## src/rtl/tl_burst_arbiter.sv

```systemverilog
// tl_burst_arbiter: round-robin TileLink channel-A arbiter with burst lock and a
// registered output stage. Define TL_ARB_PERF_EN to add per-master grant counters.
module tl_burst_arbiter #(
    parameter int NUM_MASTERS = 2,
    parameter int DATA_W      = 64,
    parameter int ADDR_W      = 32,
    parameter int SIZE_W      = 3,
    parameter int SOURCE_W    = 4,
    localparam int MW         = (NUM_MASTERS > 1) ? $clog2(NUM_MASTERS) : 1
) (
    input  logic                            clock,
    input  logic                            reset,
    input  logic [NUM_MASTERS-1:0]          io_in_valid,
    output logic [NUM_MASTERS-1:0]          io_in_ready,
    input  logic [3*NUM_MASTERS-1:0]        io_in_opcode,
    input  logic [SIZE_W*NUM_MASTERS-1:0]   io_in_size,
    input  logic [SOURCE_W*NUM_MASTERS-1:0] io_in_source,
    input  logic [ADDR_W*NUM_MASTERS-1:0]   io_in_address,
    input  logic [DATA_W*NUM_MASTERS-1:0]   io_in_data,
    output logic                            io_out_valid,
    input  logic                            io_out_ready,
    output logic [2:0]                      io_out_opcode,
    output logic [SIZE_W-1:0]               io_out_size,
    output logic [SOURCE_W-1:0]             io_out_source,
    output logic [ADDR_W-1:0]               io_out_address,
    output logic [DATA_W-1:0]               io_out_data,
    output logic [MW-1:0]                   io_out_master,
`ifdef TL_ARB_PERF_EN
    output logic [32*NUM_MASTERS-1:0]       io_perf_grants,
`endif
    output logic                            o_dbg_state
);

    // Handshake: a beat moves on valid & ready at a clock edge; ready is only
    // offered to the granted master while the output stage is free, and the
    // output beat is held unchanged while io_out_valid & !io_out_ready.

    localparam int LG_BEAT = $clog2(DATA_W / 8);
    localparam int CNT_W   = 1 << SIZE_W;

    typedef enum logic {
        S_IDLE  = 1'b0,
        S_BURST = 1'b1
    } state_t;

    state_t              r_state, w_state_nxt;
    logic [CNT_W-1:0]    r_beat_cnt, w_beat_cnt_nxt;
    logic [MW-1:0]       r_owner, w_owner_nxt;
    logic [MW-1:0]       r_rr_ptr, w_rr_ptr_nxt;

    logic                r_out_valid;
    logic [2:0]          r_out_opcode;
    logic [SIZE_W-1:0]   r_out_size;
    logic [SOURCE_W-1:0] r_out_source;
    logic [ADDR_W-1:0]   r_out_address;
    logic [DATA_W-1:0]   r_out_data;
    logic [MW-1:0]       r_out_master;

    logic [MW-1:0]       w_rr_grant, w_grant;
    logic                w_found, w_req, w_free, w_fire, w_last;
    logic [2:0]          w_op;
    logic [SIZE_W-1:0]   w_size;
    logic [SOURCE_W-1:0] w_src;
    logic [ADDR_W-1:0]   w_addr;
    logic [DATA_W-1:0]   w_data;
    logic [CNT_W-1:0]    w_beats;

    function automatic logic [MW-1:0] rr_idx(input logic [MW-1:0] base, input int k);
        return MW'((int'(base) + k) % NUM_MASTERS);
    endfunction

    // First requester after the last transfer's owner, wrapping around.
    always_comb begin
        w_found    = 1'b0;
        w_rr_grant = r_rr_ptr;
        for (int k = 1; k <= NUM_MASTERS; k++) begin
            if (!w_found && io_in_valid[rr_idx(r_rr_ptr, k)]) begin
                w_found    = 1'b1;
                w_rr_grant = rr_idx(r_rr_ptr, k);
            end
        end
    end

    assign w_grant = (r_state == S_BURST) ? r_owner : w_rr_grant;
    assign w_req   = (r_state == S_BURST) | w_found;
    assign w_free  = !r_out_valid | io_out_ready;

    always_comb begin
        io_in_ready = '0;
        if (!reset && w_free && w_req) begin
            io_in_ready[w_grant] = 1'b1;
        end
    end

    assign w_fire = |(io_in_valid & io_in_ready);

    assign w_op   = io_in_opcode[int'(w_grant)*3 +: 3];
    assign w_size = io_in_size[int'(w_grant)*SIZE_W +: SIZE_W];
    assign w_src  = io_in_source[int'(w_grant)*SOURCE_W +: SOURCE_W];
    assign w_addr = io_in_address[int'(w_grant)*ADDR_W +: ADDR_W];
    assign w_data = io_in_data[int'(w_grant)*DATA_W +: DATA_W];

    // Put opcodes (0/1) carry 2^size bytes split into DATA_W-wide beats.
    always_comb begin
        w_beats = CNT_W'(1);
        if ((w_op == 3'd0 || w_op == 3'd1) && int'(w_size) > LG_BEAT) begin
            w_beats = CNT_W'(1) << (int'(w_size) - LG_BEAT);
        end
    end

    always_comb begin
        w_state_nxt    = r_state;
        w_beat_cnt_nxt = r_beat_cnt;
        w_owner_nxt    = r_owner;
        w_rr_ptr_nxt   = r_rr_ptr;
        w_last         = 1'b0;
        case (r_state)
            S_IDLE: begin
                if (w_fire) begin
                    if (w_beats > CNT_W'(1)) begin
                        w_state_nxt    = S_BURST;
                        w_beat_cnt_nxt = w_beats - CNT_W'(1);
                        w_owner_nxt    = w_grant;
                    end else begin
                        w_last       = 1'b1;
                        w_rr_ptr_nxt = w_grant;
                    end
                end
            end
            S_BURST: begin
                if (w_fire) begin
                    w_beat_cnt_nxt = r_beat_cnt - CNT_W'(1);
                    if (r_beat_cnt == CNT_W'(1)) begin
                        w_state_nxt  = S_IDLE;
                        w_last       = 1'b1;
                        w_rr_ptr_nxt = r_owner;
                    end
                end
            end
            default: w_state_nxt = S_IDLE;
        endcase
    end

    always_ff @(posedge clock) begin
        if (reset) begin
            r_state       <= S_IDLE;
            r_beat_cnt    <= '0;
            r_owner       <= '0;
            r_rr_ptr      <= MW'(NUM_MASTERS - 1);
            r_out_valid   <= 1'b0;
            r_out_opcode  <= '0;
            r_out_size    <= '0;
            r_out_source  <= '0;
            r_out_address <= '0;
            r_out_data    <= '0;
            r_out_master  <= '0;
        end else begin
            r_state    <= w_state_nxt;
            r_beat_cnt <= w_beat_cnt_nxt;
            r_owner    <= w_owner_nxt;
            r_rr_ptr   <= w_rr_ptr_nxt;
            if (w_fire) begin
                r_out_valid   <= 1'b1;
                r_out_opcode  <= w_op;
                r_out_size    <= w_size;
                r_out_source  <= w_src;
                r_out_address <= w_addr;
                r_out_data    <= w_data;
                r_out_master  <= w_grant;
            end else if (io_out_ready) begin
                r_out_valid <= 1'b0;
            end
        end
    end

    assign io_out_valid   = r_out_valid;
    assign io_out_opcode  = r_out_opcode;
    assign io_out_size    = r_out_size;
    assign io_out_source  = r_out_source;
    assign io_out_address = r_out_address;
    assign io_out_data    = r_out_data;
    assign io_out_master  = r_out_master;
    assign o_dbg_state    = r_state;

`ifdef TL_ARB_PERF_EN
    // Completed transfers per master; wraps naturally at 32 bits.
    logic [31:0] r_perf [NUM_MASTERS];

    always_ff @(posedge clock) begin
        if (reset) begin
            for (int i = 0; i < NUM_MASTERS; i++) begin
                r_perf[i] <= '0;
            end
        end else if (w_last) begin
            r_perf[w_grant] <= r_perf[w_grant] + 32'd1;
        end
    end

    for (genvar g = 0; g < NUM_MASTERS; g++) begin : g_perf
        assign io_perf_grants[32*g +: 32] = r_perf[g];
    end
`endif

endmodule
```

## config.mk

```make
export PLATFORM = sky130hd
export DESIGN_NAME = tl_burst_arbiter
export DESIGN_NICKNAME = d
export VERILOG_FILES = /design/src/rtl/tl_burst_arbiter.sv
export SDC_FILE = /design/constraint.sdc
export NUM_CORES = 1
export LEC_CHECK = 0
export CORE_ASPECT_RATIO = 1.4
export CORE_MARGIN = 1
export CORE_UTILIZATION = 35
export DETAILED_ROUTE_END_ITERATION = 10
export GPL_TIMING_DRIVEN = 0
export MAX_ROUTING_LAYER = met4
export PLACE_DENSITY = 0.83
export SETUP_SLACK_MARGIN = 0.2
export SKIP_CTS_REPAIR_TIMING = 1
export SLEW_MARGIN = 20
export SYNTH_ARGS = -nofsm -noshare
export SYNTH_HDL_FRONTEND = slang
export SYNTH_SLANG_ARGS = --single-unit
```

## constraint.sdc

```tcl
create_clock -name clock -period 3.51 [get_ports clock]
set_input_delay 0.702 -clock clock [delete_from_list [all_inputs] [get_ports clock]]
set_output_delay 0.702 -clock clock [all_outputs]
set_load 0.1 [all_outputs]
```

==> results by group <==
Clocking
  • Clock Root Buffer: clkbuf_16
  • CTS tree: yes
  • Clock-pin transition on the worst setup and hold timing paths: 0.06 ns
  • Clock buffer depth: 2
  • H-tree Lvls: 4
  • CTS buffer count: 17
  • Skew-Pair Late Insertion Delay: 0.40 ns
  • Clock sink total: 119

Critical path
  • Critical path peak fanout: 10
  • Worst reg2reg setup slack: 0.38 ns
  • Crit path capture type: primary output
  • CP Class: in -> out
  • Nature of the critical path startpoint: primary input
  • Arr. time, crit path: 2.49 ns
  • Worst path required time: 2.81 ns

Placement
  • DP HPWL: 16200 um
  • Gp weighted congestion: 0.893
  • Placed cells: 1129
  • Pre-CTS setup slack: -0.979 ns
  • # port buffers: 326

Synth
  • Post-synth top flop: dfxtp_1
  • Most common cell in the synthesized netlist: nor2_1
  • Async set or reset register ratio after synthesis: 0%
  • Commonest cells in the netlist: nor2_1 (128), dfxtp_1 (119), mux2i_1 (109)
  • Post-synth top area share: 42.6%
  • YS warnings: 0
  • Register area share after synthesis: 42.6%
  • Post-synth EDFFs: 0
  • Area leader, netlist: dfxtp_1
  • Mapped cell area: 5590 um2
  • Average cell area after synthesis: 9.21 um2
  • Synth Register Bits: 119
  • Mapped Cells: 607
  • Syn nets: 829
  • Number of distinct library cells after synthesis: 37
  • Synth top area cells: dfxtp_1 (43%), mux2i_1 (20%), a211oi_1 (14%), nor2_1 (8.6%), buf_2 (2.2%)

Routing
  • Post-DRT Antenna Nets: 0
  • DR vias: 5916
  • WL final: 20700 um
  • Initial DRC Count: 214
  • WL per Instance: 17.8 um
  • Number of remaining DRC errors: 0
  • DR vias/cell: 5.08
  • DRT Pass-1 Iters: 4

Min path
  • Hold Path Class: reg -> reg

Job
  • Max-cap viol count: 0

Global route
  • Gr usage total: 25.2%
  • Pin count of the biggest net entering global routing: 17
  • Antenna violations before repair: 0
  • GRT overflow: 0
  • First-pass GRT wire length: 30100 um
  • Vias in the first global route: 5721

STA
  • Pin slew with the least headroom to its limit: 1.06 ns
  • Tcrit/Tclk final: 90.9%
  • Final WS setup: 0.319 ns
  • Fin Clk Skew: 0.00944 ns
  • # setup viols final: 0
  • Relative slew margins: 29.0%
  • Fin. max-slew vios: 0
  • RSZ-0062 raised after global routing: no
  • Tmin final: 3.19 ns
  • Top achievable clock speed: 0.313 GHz
  • Final Hold Vio Count: 0

Floorplanning
  • Core outline area: 15600 um2
  • Area of the die: 16500 um2
  • I/O Pins: 328
  • Die width: 109 um
  • Row count: 54
  • Die height: 152 um
  • Initial Util: 35.8%

Cells and area
  • Layout cells sized above 1: 8.46%
  • Area Growth Syn to Fin: 75.9%
  • Filler cells: 1333
  • N_diodes: 0
  • Util after Layout: 63.0%
  • Non-filler cells, final: 1165
  • Nets: 1179

Power
  • Maximum vdd drop: 0.288 mV
  • Power Dens Cells: 586 nW/um2
  • Pleak: 3.86 nW

Run status
  • Status: finished clean
## critical path: stages
cell and delay [ns]:
clkbuf_2 0.12, and2_4 0.17, o31ai_4 0.29, buf_6 0.16
buf_4 0.20, buf_2 0.31, nor2b_2 0.19, clkbuf_4 0.33
## through the flow
stage                     hold WS (ns)  TNS, ns  total power, mW  instance area, um2
final                            0.483        0             5.76                9840
after floorplan                  0.466        0             3.22                5650
after CTS                        0.480    -4.10             5.78                9780
after global routing             0.508        0             5.97                9840
after global placement           0.461    -7.97             3.92                9160
after detailed placement         0.470    -8.32             3.93                9160
## final cells by class
type	count	area, um2	share of cell area [%]
inverters	5	18.8	0.191
clock buffers	19	443	4.50
repair buffers	331	3290	33.5
clock inverters	12	176	1.79
flip-flops and latches	119	2390	24.3
well taps	196	245	2.49
plain buffers	52	243	2.47
multi-input cells	431	3030	30.8
## placed cells by master (no fill, tap or decap), types with 3 or more instances in the layout
cell type	netlist	layout
mux2_4	1	3
clkbuf_16	0	17
ha_1	5	3
nand3_1	5	5
nor2b_1	4	3
mux2i_1	109	109
nor2_1	128	125
inv_1	4	3
a21oi_1	9	8
nand2_1	18	17
clkinvlp_4	0	5
nor3_1	7	7
buf_4	1	5
dfxtp_1	119	118
buf_2	25	23
buf_6	0	3
a211oi_1	108	108
clkdlybuf4s50_1	0	322
o21ai_0	7	6
clkbuf_1	26	27
bufinv_16	0	4
## worst paths after layout
kind / endpoint / depth (start not counted) / from
max: io_in_ready[1] / 8 / io_in_valid[0]
min: io_out_master$_SDFFE_PP0P_ / 2 / io_out_master$_SDFFE_PP0P_
max reg2reg: r_beat_cnt[4]$_SDFFE_PP0P_ / 17 / o_dbg_state$_SDFF_PP0_
min reg2reg: io_out_master$_SDFFE_PP0P_ / 2 / io_out_master$_SDFFE_PP0P_
## logic make-up after synthesis
| group | count (synthesis) | share of synthesized area (%) |
|---|---|---|
| compound gates | 142 | 19.1 |
| buf+inv | 57 | 4.45 |
| mux | 112 | 20.2 |
| xor+xnor | 1 | 0.157 |
| fa+ha+maj | 5 | 1.12 |
| simple gates | 171 | 12.4 |
| flops | 119 | 42.6 |
## sequential cells by signal (all words and copies together), names as in the netlist, 3 cells and up
signal	flops
io_out_data	64
io_out_size	3
io_out_address	32
io_out_opcode	3
io_out_source	4
r_beat_cnt	8
## power breakdown
part	internal, mW	switching (mW)	total [mW]
Sequential	1.49	0.0767	1.57
Clock	1.20	0.628	1.83
Combinational	0.778	1.58	2.36
## per-layer routing
metal | GRT usage [%] | share of wire [%] | vias up
li1 | - | - | 2909
met5 | - | 0 | -
met4 | 10.3 | 2.6 | 0
met2 | 45.7 | 53 | 236
met1 | 26.0 | 38 | 2733
met3 | 5.47 | 6.6 | 38
Power figures use the tool's default switching activity.
